**src/rtl/bbus_dma_if.sv**
```systemverilog
// A-bus / B-bus signal bundle shared by the bbus_dma engine and the bus model.
interface bbus_dma_if;
    logic [23:0] CA;
    logic        CPURD_N;
    logic        CPUWR_N;
    logic [7:0]  PA;
    logic        PARD_N;
    logic        PAWR_N;
    logic [7:0]  A_DI;
    logic [7:0]  B_DI;
    logic [7:0]  D_OUT;

    modport master (
        output CA, CPURD_N, CPUWR_N, PA, PARD_N, PAWR_N, D_OUT,
        input  A_DI, B_DI
    );

    modport slave (
        input  CA, CPURD_N, CPUWR_N, PA, PARD_N, PAWR_N, D_OUT,
        output A_DI, B_DI
    );
endinterface

```
**src/rtl/bbus_dma.sv**
```systemverilog
// Single-channel A-bus <-> B-bus DMA engine clocked by SYSCLK_CE bus cycles.
// Optional BBUS_DMA_WRAM_GUARD_EN suppresses the write strobe for PA=80 with a WRAM CA.
module bbus_dma (
    input  logic        CLK,
    input  logic        RST_N,
    input  logic        SYSCLK_CE,
    input  logic        CFG_WE,
    input  logic [2:0]  CFG_A,
    input  logic [7:0]  CFG_D,
    input  logic        START,
    bbus_dma_if.master  bus,
    output logic        BUSY,
    output logic        DONE
);
    // state  | meaning
    // IDLE   | waiting; a latched START moves to SETUP on the next CE edge
    // SETUP  | one CE period, strobes high
    // XFER   | one byte per CE period
    // FINISH | one CE period, strobes high, then DONE
    typedef enum logic [1:0] {IDLE, SETUP, XFER, FINISH} state_t;

    state_t      state;
    logic        pending;
    logic [7:0]  dmap;
    logic [7:0]  bbad;
    logic [15:0] a1t;
    logic [7:0]  a1b;
    logic [15:0] das;
    logic [1:0]  idx;

    logic [2:0]  mode_eff;
    logic [1:0]  idx_mask;
    logic [1:0]  idx_next;
    logic [1:0]  byte_idx;
    logic [15:0] a1t_step;
    logic [15:0] byte_a1t;
    logic [7:0]  byte_off;
    logic [7:0]  byte_pa;
    logic        byte_guard;

    // Everything below describes the byte that the next CE edge puts on the bus.
    always_comb begin
        mode_eff = (dmap[2:0] > 3'd4) ? (dmap[2:0] - 3'd4) : dmap[2:0];
        case (mode_eff)
            3'd0:       idx_mask = 2'd0;
            3'd1, 3'd2: idx_mask = 2'd1;
            default:    idx_mask = 2'd3;
        endcase
        idx_next = (idx + 2'd1) & idx_mask;
        a1t_step = dmap[3] ? a1t : (dmap[4] ? (a1t - 16'd1) : (a1t + 16'd1));
        byte_a1t = (state == XFER) ? a1t_step : a1t;
        byte_idx = (state == XFER) ? idx_next : 2'd0;
        case (mode_eff)
            3'd1:    byte_off = {7'd0, byte_idx[0]};
            3'd3:    byte_off = {7'd0, byte_idx[1]};
            3'd4:    byte_off = {6'd0, byte_idx};
            default: byte_off = 8'd0;
        endcase
        byte_pa = bbad + byte_off;
`ifdef BBUS_DMA_WRAM_GUARD_EN
        byte_guard = (byte_pa == 8'h80) &&
                     ((a1b[7:1] == 7'h3F) || (!a1b[6] && (byte_a1t[15:13] == 3'd0)));
`else
        byte_guard = 1'b0;
`endif
    end

    assign bus.D_OUT = (state == XFER) ? (dmap[7] ? bus.B_DI : bus.A_DI) : 8'h00;

    always_ff @(posedge CLK or negedge RST_N) begin
        if (!RST_N) begin
            state       <= IDLE;
            pending     <= 1'b0;
            BUSY        <= 1'b0;
            DONE        <= 1'b0;
            dmap        <= 8'd0;
            bbad        <= 8'd0;
            a1t         <= 16'd0;
            a1b         <= 8'd0;
            das         <= 16'd0;
            idx         <= 2'd0;
            bus.CA      <= 24'd0;
            bus.PA      <= 8'hFF;
            bus.CPURD_N <= 1'b1;
            bus.CPUWR_N <= 1'b1;
            bus.PARD_N  <= 1'b1;
            bus.PAWR_N  <= 1'b1;
        end else begin
            DONE <= 1'b0;
            if (CFG_WE && !BUSY) begin
                case (CFG_A)
                    3'd0:    dmap      <= CFG_D;
                    3'd1:    bbad      <= CFG_D;
                    3'd2:    a1t[7:0]  <= CFG_D;
                    3'd3:    a1t[15:8] <= CFG_D;
                    3'd4:    a1b       <= CFG_D;
                    3'd5:    das[7:0]  <= CFG_D;
                    3'd6:    das[15:8] <= CFG_D;
                    default: ;
                endcase
            end
            if (START && !BUSY) begin
                pending <= 1'b1;
                BUSY    <= 1'b1;
            end
            if (SYSCLK_CE) begin
                case (state)
                    IDLE: begin
                        if (pending) begin
                            pending <= 1'b0;
                            state   <= SETUP;
                        end
                    end
                    SETUP, XFER: begin
                        if (state == XFER) begin
                            a1t <= a1t_step;
                            das <= das - 16'd1;
                            idx <= idx_next;
                        end else begin
                            idx <= 2'd0;
                        end
                        // DAS of 0 at start wraps through FFFF, giving 65536 bytes.
                        if (state == XFER && das == 16'd1) begin
                            state       <= FINISH;
                            bus.PA      <= 8'hFF;
                            bus.CPURD_N <= 1'b1;
                            bus.CPUWR_N <= 1'b1;
                            bus.PARD_N  <= 1'b1;
                            bus.PAWR_N  <= 1'b1;
                        end else begin
                            state       <= XFER;
                            bus.CA      <= {a1b, byte_a1t};
                            bus.PA      <= byte_pa;
                            bus.CPURD_N <= dmap[7];
                            bus.PAWR_N  <= dmap[7] | byte_guard;
                            bus.PARD_N  <= !dmap[7];
                            bus.CPUWR_N <= !dmap[7] | byte_guard;
                        end
                    end
                    FINISH: begin
                        state <= IDLE;
                        BUSY  <= 1'b0;
                        DONE  <= 1'b1;
                    end
                    default: state <= IDLE;
                endcase
            end
        end
    end
endmodule

```
**src/flat_wrapper.sv**
```systemverilog
// flat-port wrapper written by rule: the top's interface ports become plain ports
module bbus_dma_flat 
  (CLK, RST_N, SYSCLK_CE, CFG_WE, CFG_A, CFG_D, START, BUSY, DONE, bus_CA, bus_CPURD_N, bus_CPUWR_N, bus_PA, bus_PARD_N, bus_PAWR_N, bus_D_OUT, bus_A_DI, bus_B_DI);
  bbus_dma_if bus_i ();
  input  logic CLK;
  input  logic RST_N;
  input  logic SYSCLK_CE;
  input  logic CFG_WE;
  input  logic [2:0] CFG_A;
  input  logic [7:0] CFG_D;
  input  logic START;
  output logic BUSY;
  output logic DONE;
  output wire logic [$bits(bus_i.CA)-1:0] bus_CA;
  output wire logic [$bits(bus_i.CPURD_N)-1:0] bus_CPURD_N;
  output wire logic [$bits(bus_i.CPUWR_N)-1:0] bus_CPUWR_N;
  output wire logic [$bits(bus_i.PA)-1:0] bus_PA;
  output wire logic [$bits(bus_i.PARD_N)-1:0] bus_PARD_N;
  output wire logic [$bits(bus_i.PAWR_N)-1:0] bus_PAWR_N;
  output wire logic [$bits(bus_i.D_OUT)-1:0] bus_D_OUT;
  input wire logic [$bits(bus_i.A_DI)-1:0] bus_A_DI;
  input wire logic [$bits(bus_i.B_DI)-1:0] bus_B_DI;
  assign bus_CA = bus_i.CA;
  assign bus_CPURD_N = bus_i.CPURD_N;
  assign bus_CPUWR_N = bus_i.CPUWR_N;
  assign bus_PA = bus_i.PA;
  assign bus_PARD_N = bus_i.PARD_N;
  assign bus_PAWR_N = bus_i.PAWR_N;
  assign bus_D_OUT = bus_i.D_OUT;
  assign bus_i.A_DI = bus_A_DI;
  assign bus_i.B_DI = bus_B_DI;
  bbus_dma u_core (.CLK(CLK), .RST_N(RST_N), .SYSCLK_CE(SYSCLK_CE), .CFG_WE(CFG_WE), .CFG_A(CFG_A), .CFG_D(CFG_D), .START(START), .bus(bus_i), .BUSY(BUSY), .DONE(DONE));
endmodule
```
**config.mk**
```make
export PLATFORM = sky130hd
export DESIGN_NAME = bbus_dma_flat
export DESIGN_NICKNAME = d
export VERILOG_FILES = /design/src/rtl/bbus_dma_if.sv /design/src/rtl/bbus_dma.sv /design/src/flat_wrapper.sv
export SDC_FILE = /design/constraint.sdc
export NUM_CORES = 1
export LEC_CHECK = 0
export BUFFER_PORTS_ARGS = -buffer_cell sky130_fd_sc_hd__buf_2
export CAP_MARGIN = 20
export CORE_MARGIN = 5
export CORE_UTILIZATION = 58
export DETAILED_ROUTE_END_ITERATION = 6
export MAX_ROUTING_LAYER = met4
export PLACE_DENSITY = 0.81
export SLEW_MARGIN = 20
export SYNTH_ARGS = -nofsm -noshare
export SYNTH_HDL_FRONTEND = slang
export SYNTH_SLANG_ARGS = --single-unit
```
**constraint.sdc**
```tcl
create_clock -name CLK -period 2.97 [get_ports CLK]
set_input_delay 0.297 -clock CLK [delete_from_list [all_inputs] [get_ports CLK]]
set_output_delay 0.297 -clock CLK [all_outputs]
set_load 0.01 [all_outputs]
```
# [Word level (Yosys, flattened, before mapping)]
# Index checks and enable logic that the tools add are counted.
[totals] ram_bits=0 mem_count=0 elab_cells=90 rom_bits=0 register_bits=97 latchBits=0
[op_classes] shift=0 add_sub_neg=6 n_mux=36 div=0 order_cmp=1 reduce_logical=16 multipliers=0 eq_ne=15 n_bitwise=2
[op_table] op="$mux 16" count=11
[op_table] op="$mux 8" count=7
[op_table] op="$sub 16x1->16 const B" count=2
[op_table] op="$add 16x1->16 const B" count=1
[op_table] op="$eq 16x1->1 const B" count=1
[op_table] op="$eq 3x2->1 const B" count=4
[op_table] op="$eq 3x3->1 const B" count=4
[op_table] op="$mux 1" count=12
[op_table] op="$pmux 2 s3" count=2
[op_table] op="$reduce_and 2->1" count=5
[op_table] op="$add 8x2->8" count=1
[op_table] op="$eq 3x1->1 const B" count=2
[op_table] op="$logic_not 3->1" count=2
[op_table] op="$eq 2x2->1 const B" count=2
[op_table] op="$mux 2" count=2
[op_table] op="$pmux 2 s2" count=1
[op_table] op="$reduce_or 2->1" count=2
[op_table] op="$gt 3x3->1 const B" count=1
[op_table] op="$logic_and 1x1->1" count=3
[op_table] op="$mux 3" count=1
[op_table] op="$reduce_and 3->1" count=1
[op_table] op="$sub 3x3->3 const B" count=1
[op_table] op="$add 2x1->2 const B" count=1
[op_table] op="$and 2x2->2" count=1
[op_table] op="5 further kinds" count=6

# [Longest topological paths before layout]
# Gate-level depths: netlist (run 1).
[logic_depth] ltp_word=10 mapped_depth=12 mapped_depth_nobuf=12

# [Least setup slack after synthesis (run 1)]
# Ideal clock, no wire load.
[synth_timing] path_type="register to register" start="reg u_core.dmap[4]" end="reg u_core.bus.CA[10]" path_slack_ps=323 period_less_slack_ps=2647 path_stages_with_launch=10 t_arrival_ps=2522 cell_sequence="dfrtp_1 > ha_1 > nor2b_4 > o31a_1 > o31a_1 > a2111oi_4 > nor3_2 > xnor2_2 > o21ai_1 > mux2_2"
[synth_via] elab_chain_cells=3
[synth_rtl] item="start, declared" line="bbus_dma.sv:24" rtl="logic [7:0] dmap;"
[synth_rtl] item="start signal, assigned" line="bbus_dma.sv:76" rtl="dmap <= 8'd0;"
[synth_rtl] item="start signal, assigned" line="bbus_dma.sv:92" rtl="3'd0: dmap <= CFG_D;"
[synth_rtl] item="$mux 16 (2 in a row)" line="bbus_dma.sv:50" rtl="a1t_step = dmap[3] ? a1t : (dmap[4] ? (a1t - 16'd1) : (a1t + 16'd1));"
[synth_rtl] item="$mux 16" line="bbus_dma.sv:51" rtl="byte_a1t = (state == XFER) ? a1t_step : a1t;"
[synth_rtl] item="end signal, assigned" line="bbus_dma.sv:132" rtl="bus.CA <= {a1b, byte_a1t};"
[synth_rtl] item="end, declared" line="bbus_dma_if.sv:14" rtl="output CA, CPURD_N, CPUWR_N, PA, PARD_N, PAWR_N, D_OUT,"
# No other way between the ends.
# A chain may end at the register's enable or synchronous reset.

# [Worst setup path after layout (run 1)]
# Ends and elaborated chain as after synthesis.

==> impl_results.md, run 1 <==
- Outcome: finished, final reports clean
- Worst hold path type: primary input to flip-flop
- N_diodes: 0
- R2r endpoint: u_core.bus.CA[10]
- VDD IR max: 0.631 mV
- Worst r2r src: u_core.dmap[4]
- Lkg Pwr: 2.85 nW
- Clk_lat worst skew: 380 ps
- Util after Layout: 0.671
- # rows: 35
- CP Cell Sequence: buf_4 > ha_1 > o21a_1 > o31a_1 > o31a_1 > a2111oi_4 > nor3_2 > xnor2_2 > o21ai_1 > mux2_2
- Count of final hold-check violations: 0
- MaxCap Viol Count: 0
- Final HPWL DP: 10.0 mm
- Post-synth EDFFs: 0
- First-pass GRT wire length: 22.8 mm
- Crit-path max FO: 13
- Cells on worst reg2reg path: 10
- Critical Path Sink: u_core.bus.CA[10]
- CTS tree: built
- Core Area: 9150 um^2
- Max stage delay on crit path: 470 ps
- GP Congestion: 0.942
- Die Ht: 107 um
- Final Setup Violations: 0
- Share of the synthesized area in the top cell type: 0.393
- Async set-reset flop share out of synthesis: 1.00
- Seq cells post-synth: 95
- Initial Util: 0.592
- Final worst-path cycle share: 0.930
- Mapped Cells: 572
- Yosys warnings: 0
- Seq/Total Area, Yosys: 0.441
- H-tree Lvls: 3
- Clock-pin slew on the worst setup and hold paths: 100 ps
- Synth cell types: 59
- Crit path DAT: 3020 ps
- Critical path depth: 10
- Area leader, netlist: dfrtp_1
- Setup slack, reg-to-reg: 210 ps
- Critical Path Slowest Stage Cell: dfrtp_1
- Largest net degree at the start of global routing: 44
- GRT Overall Usage: 0.259
- Worst-Margin Slew: 868 ps
- Unrepaired setup endpoints after global routing: false
- Buf/Inv on CP: 1
- Via density: 6.06
- Max-slew violation count: 0
- Die width: 107 um
- Overflow after GRT: 0
- Synth Flop Type: dfrtp_1
- Fin Setup TNS: 0 ps
- Min Tclk post-route: 2760 ps
- Avg WL per Cell: 17.9 um
- Critical path data required time: 3230 ps
- Vias in the first global route: 4516
- Mapped Area: 5420 um^2
- Port buffer count: 77
- Die ar.: 11400 um^2
- CTS Root Cell: clkbuf_8
- Syn Nets: 627
- Share of post-route cells with drive strength above 1: 0.226
- DRT Pass-1 Iters: 4
- Setup Fix Bufs, Post-CTS: 0
- Critical path class: flip-flop to flip-flop
- Power Dens Cells: 1180 nW/um^2
- CP top delay family: compound AO/OA/AOI/OAI gates
- Total CTS buffers: 9
- Most used cell, CP: o31a_1
- IO Pins: 78
- Syn Area/Cell: 9.47 um^2
- CP endpoint kind: flip-flop
- DR iter-0 viols: 394
- Via count: 4644
- Initial antenna violation count: 0
- Top post-synthesis cells by area: dfrtp_1, mux2_2, dfstp_2
- Final net count: 705
- Critical path startpoint: u_core.dmap[4]
- Fmax: 362 MHz
- Routed Antenna Nets: 0
- Max-slew headroom: 0.419
- CTS Buffer Depth: 2
- P&R area growth vs syn: 13.4%
- Clk sinks: 95
- Post_cts resized: 0
- DRC Markers: 0
- Drt total wl: 13.7 mm
- Final Skew: 19.0 ps
- CP Launch Type: flip-flop
worst min-delay path: stages:
cell,delay (ps)
buf_2,90
nor2_1,40
nor2_1,70
area by class of cell:
cell class              count  area, um^2
clock buffers              10         138
well taps                 111         139
clock inverters             6        67.6
inverters                  18        67.6
repair buffers             89         480
fillers                   749        3010
flip-flops and latches     95        2390
multi-input cells         437        2860
synthesized netlist by cell type (8+ instances only):
library cell  count
dfrtp_1          85
nor2_1           68
nand2_1          57
a21oi_1          41
o21ai_0          27
mux2_2           25
ha_1             21
o21ai_1          20
inv_1            17
mux2i_1          17
a31oi_1          13
a211oi_1         12
clkbuf_1         12
nand3_1          12
xnor2_1          11
dfstp_2          10
and2_1            9
nor3_1            9
mux2_1            8
nor2b_1           8
o22ai_1           8
xor2_1            8
sequential cells by signal, summed over array words and instances (netlist names), 2 cells and up:
name           flops
u_core.bus.CA     24
u_core.a1t        16
u_core.das        16
u_core.a1b         8
u_core.bbad        8
u_core.bus.PA      8
u_core.dmap        6
u_core.idx         2
u_core.state       2
per-stage QoR:
step                instances  worst slack (ps)  instance area (um^2)  hold slack (ps)  total power, mW
floorplan                 572               323                  5420             1.41             5.26
global placement          749               306                  5920              298             6.17
detailed placement        749               250                  5920              310             6.33
CTS                       766               213                  6140              151             7.22
global route              766              48.1                  6140              155             7.83
finish                    766               208                  6140              165             7.23
routing by layer:
layer | vias up | part of all wire | track usage
met4 | 0 | 0.022 | 0.0804
met3 | 23 | 0.080 | 0.0512
met2 | 184 | 0.47 | 0.400
li1 | 2200 | - | -
met5 | - | 0 | -
met1 | 2237 | 0.43 | 0.348
report_power, final:
part	total [mW]	switching (mW)	internal, mW
registers	2.43	0.503	1.92
clock network	0.878	0.521	0.357
logic	3.92	2.22	1.71
total	7.23	3.24	3.99
cells in the final DEF, fill, tap and decap left out, types with 5 or more instances in the layout:
master / count
dfrtp_1: 85
buf_2: 76
nor2_1: 68
nand2_1: 57
a21oi_1: 41
o21ai_0: 27
mux2_2: 25
ha_1: 21
o21ai_1: 20
inv_1: 17
mux2i_1: 17
a31oi_1: 13
nand3_1: 12
a211oi_1: 12
buf_4: 12
xnor2_1: 11
clkbuf_8: 10
dfstp_2: 10
and2_1: 9
nor3_1: 9
xor2_1: 8
o22ai_1: 8
nor2b_1: 8
mux2_1: 8
nand2b_1: 5
a21o_1: 5
how the worst min path moves through the flow:
| stage | startpoint | end | slack (ps) | cells after the start |
|---|---|---|---|---|
| finish | START | u_core.BUSY | 160 | 3 |
| global route | SYSCLK_CE | u_core.pending | 150 | 2 |
| detailed placement | RST_N | u_core.bus.CA[19] | 310 | 1 |
| CTS | SYSCLK_CE | u_core.pending | 150 | 2 |
| global placement | RST_N | u_core.bus.CA[16] | 300 | 1 |
| floorplan | RST_N | u_core.BUSY | 1 | 0 |
timing repair:
item	CTS	global route
endpoints found under the setup margin	0	0
endpoints found under the hold margin	31	0
hold buffers	1	0
cells by family (layout without fill, tap and decap cells):
logic type,count (synthesis),count (layout),synth area share
AOI/OAI and AO/OA,154,154,0.176
xor gates and xnor gates,20,20,0.0337
adders and majority gates,23,23,0.0559
buffers and inverters,40,123,0.0312
DFF,95,95,0.441
muxes,50,50,0.100
and+or+nand+nor,190,190,0.162
Note: power is estimated with default switching activity, not from simulation.
==> run 2, diff against run 1 <==
CORE_UTILIZATION = 62   (was 58)
PLACE_DENSITY = 0.85   (was 0.81)
clock period = 3.6 ns   (was 2.97 ns; I/O delays follow)
==> impl_results.md, run 2 (synthesized netlist as in run 1, its figures left out) <==
- Outcome: finished, final reports clean
- Initial antenna violation count: 0 (unchanged)
- Port buffer count: 77 (unchanged)
- Share of post-route cells with drive strength above 1: 0.223 (-0.00322)
- Most flops, register: u_core.bus.CA
- Number of flip-flops in the largest register: 24 (unchanged)
- Die width: 103 um (-3.0%)
- GRT Overall Usage: 0.277 (+0.0189)
- Critical path class: flip-flop to flip-flop
- Largest net degree at the start of global routing: 83 (+89%)
- Max-slew headroom: 0.454 (+0.0354)
- Final Skew: 13.3 ps (-5.73 ps)
- Critical path startpoint: u_core.dmap[4]
- Util after Layout: 0.705 (+0.0346)
- Vias in the first global route: 4604 (+1.9%)
- Worst hold path type: primary input to asynchronous set/reset pin
- CP Launch Type: flip-flop
- Cts hold-fix bufs: 0 (-1)
- Final net count: 701 (-0.57%)
- N_diodes: 0 (unchanged)
- Min Tclk post-route: 3020 ps (+262 ps)
- Final Setup Violations: 0 (unchanged)
- Max stage delay on crit path: 760 ps (+290 ps)
- Commonest cells after routing, fill and taps aside: dfrtp_1, buf_2, nor2_1
- Area post-placement: 5900 um^2 (-0.44%)
- CTS tree: built
- First-pass GRT wire length: 22.3 mm (-2.0%)
- Die ar.: 10700 um^2 (-5.9%)
- Most common cell after layout, fill and taps aside: dfrtp_1
- DRC Markers: 0 (unchanged)
- Overflow after GRT: 0 (unchanged)
- Count of final hold-check violations: 0 (unchanged)
- Crit path DAT: 3280 ps (+260 ps)
- Total CTS buffers: 9 (unchanged)
- Core Area: 8640 um^2 (-5.6%)
- H-tree Lvls: 3 (unchanged)
- Biggest regs: u_core.bus.CA x24, u_core.a1t x16, u_core.das x16
- Power Dens Cells: 974 nW/um^2 (-17%)
- Worst r2r src: u_core.dmap[4]
- Via count: 4746 (+2.2%)
- Clk sinks: 95 (unchanged)
- DRT Pass-1 Iters: 6 (+2)
- Initial Util: 0.627 (+0.0354)
- Lkg Pwr: 2.82 nW (-1.0%)
- CP Cell Sequence: ha_1 > nor2b_4 > o31a_1 > o31a_1 > a2111oi_4 > nor3_2 > xnor2_2 > o21ai_1 > mux2_2
- # rows: 34 (-2.9%)
- Worst-Margin Slew: 815 ps (-52.9 ps)
- Fin Setup TNS: 0 ps (unchanged)
- Cell area after layout: 6090 um^2 (-0.77%)
- Clk_lat worst skew: 380 ps (about the same)
- Avg WL per Cell: 18.4 um (+2.8%)
- Critical path data required time: 3860 ps (+630 ps)
- Unrepaired setup endpoints after global routing: false
- Routed Antenna Nets: 0 (unchanged)
- Via density: 6.25 (+3.1%)
- CP endpoint kind: flip-flop
- MaxCap Viol Count: 0 (unchanged)
- Max-slew violation count: 0 (unchanged)
- Critical Path Slowest Stage Cell: dfrtp_1
- VDD IR max: 0.390 mV (-38%)
- Final worst-path cycle share: 0.840 (-0.0901)
- GP Congestion: 0.985 (+4.6%)
- Fmax: 331 MHz (-8.7%)
- IO Pins: 78 (unchanged)
- Clock-pin slew on the worst setup and hold paths: 110 ps (about the same)
- DR iter-0 viols: 376 (-4.6%)
- CTS Buffer Depth: 2 (unchanged)
- Final HPWL DP: 9.88 mm (-1.2%)
- Setup Fix Bufs, Post-CTS: 0 (unchanged)
- Overall power: 5.93 mW (-18%)
- Post_cts resized: 0 (unchanged)
- CTS Root Cell: clkbuf_8
- P&R area growth vs syn: 12.5%
- Drt total wl: 14.0 mm (+1.8%)
- Crit-path max FO: 18 (+5)
- Most used cell, CP: o31a_1
- Die Ht: 103 um (-3.0%)
[run 2: critical path: cells and delay by family, from the launching register on]
family	cells	cell delay (ps)
AOI/OAI and AO/OA	4	1060
DFF	1	760
adders and majority gates	1	400
muxes	1	270
and+or+nand+nor	2	260
xor gates and xnor gates	1	180
[run 2: path summary, 6_finish.rpt]
| kind | slack (ps) | cells past startpoint | endpoint |
|---|---|---|---|
| min in group CLK | 230 | 2 | u_core.pending |
| worst min-delay path | 10 | 1 | u_core.a1b[2] |
| max in group asynchronous | 2940 | 2 | u_core.a1t[11] |
| worst max-delay path | 580 | 9 | u_core.bus.CA[10] |
| worst max register to register | 580 | 9 | u_core.bus.CA[10] |
| worst min register to register | 490 | 2 | u_core.bus.CA[12] |
[run 2: final cells by class]
type / count / area (um^2)
Multi-Input combinational cell: 437 / 2860
Fill cell: 663 / 2540
Sequential cell: 95 / 2390
Timing Repair Buffer: 85 / 452
Tap cell: 108 / 135
Clock buffer: 9 / 124
Inverter: 18 / 67.6
Clock inverter: 7 / 66.3
[run 2: per-stage QoR]
| step | hold WS, ps | cells | setup slack, ps |
|---|---|---|---|
| after floorplan | 64.4 | 572 | 953 |
| after global placement | 457 | 743 | 746 |
| after detailed placement | 471 | 743 | 659 |
| after CTS | 189 | 759 | 613 |
| after global routing | 63.4 | 759 | 445 |
| final | 10.0 | 759 | 576 |
[run 2: per-layer routing]
layer	GRT usage	up-vias	part of all wire
met2	0.448	264	0.47
met1	0.358	2251	0.41
li1	-	2195	-
met4	0.104	0	0.026
met5	-	-	0
met3	0.0382	36	0.091
[run 2: power by group]
part | total (mW) | switching, mW | internal (mW)
Clock | 0.688 | 0.421 | 0.267
Sequential | 2.04 | 0.454 | 1.59
Combinational | 3.20 | 1.82 | 1.39
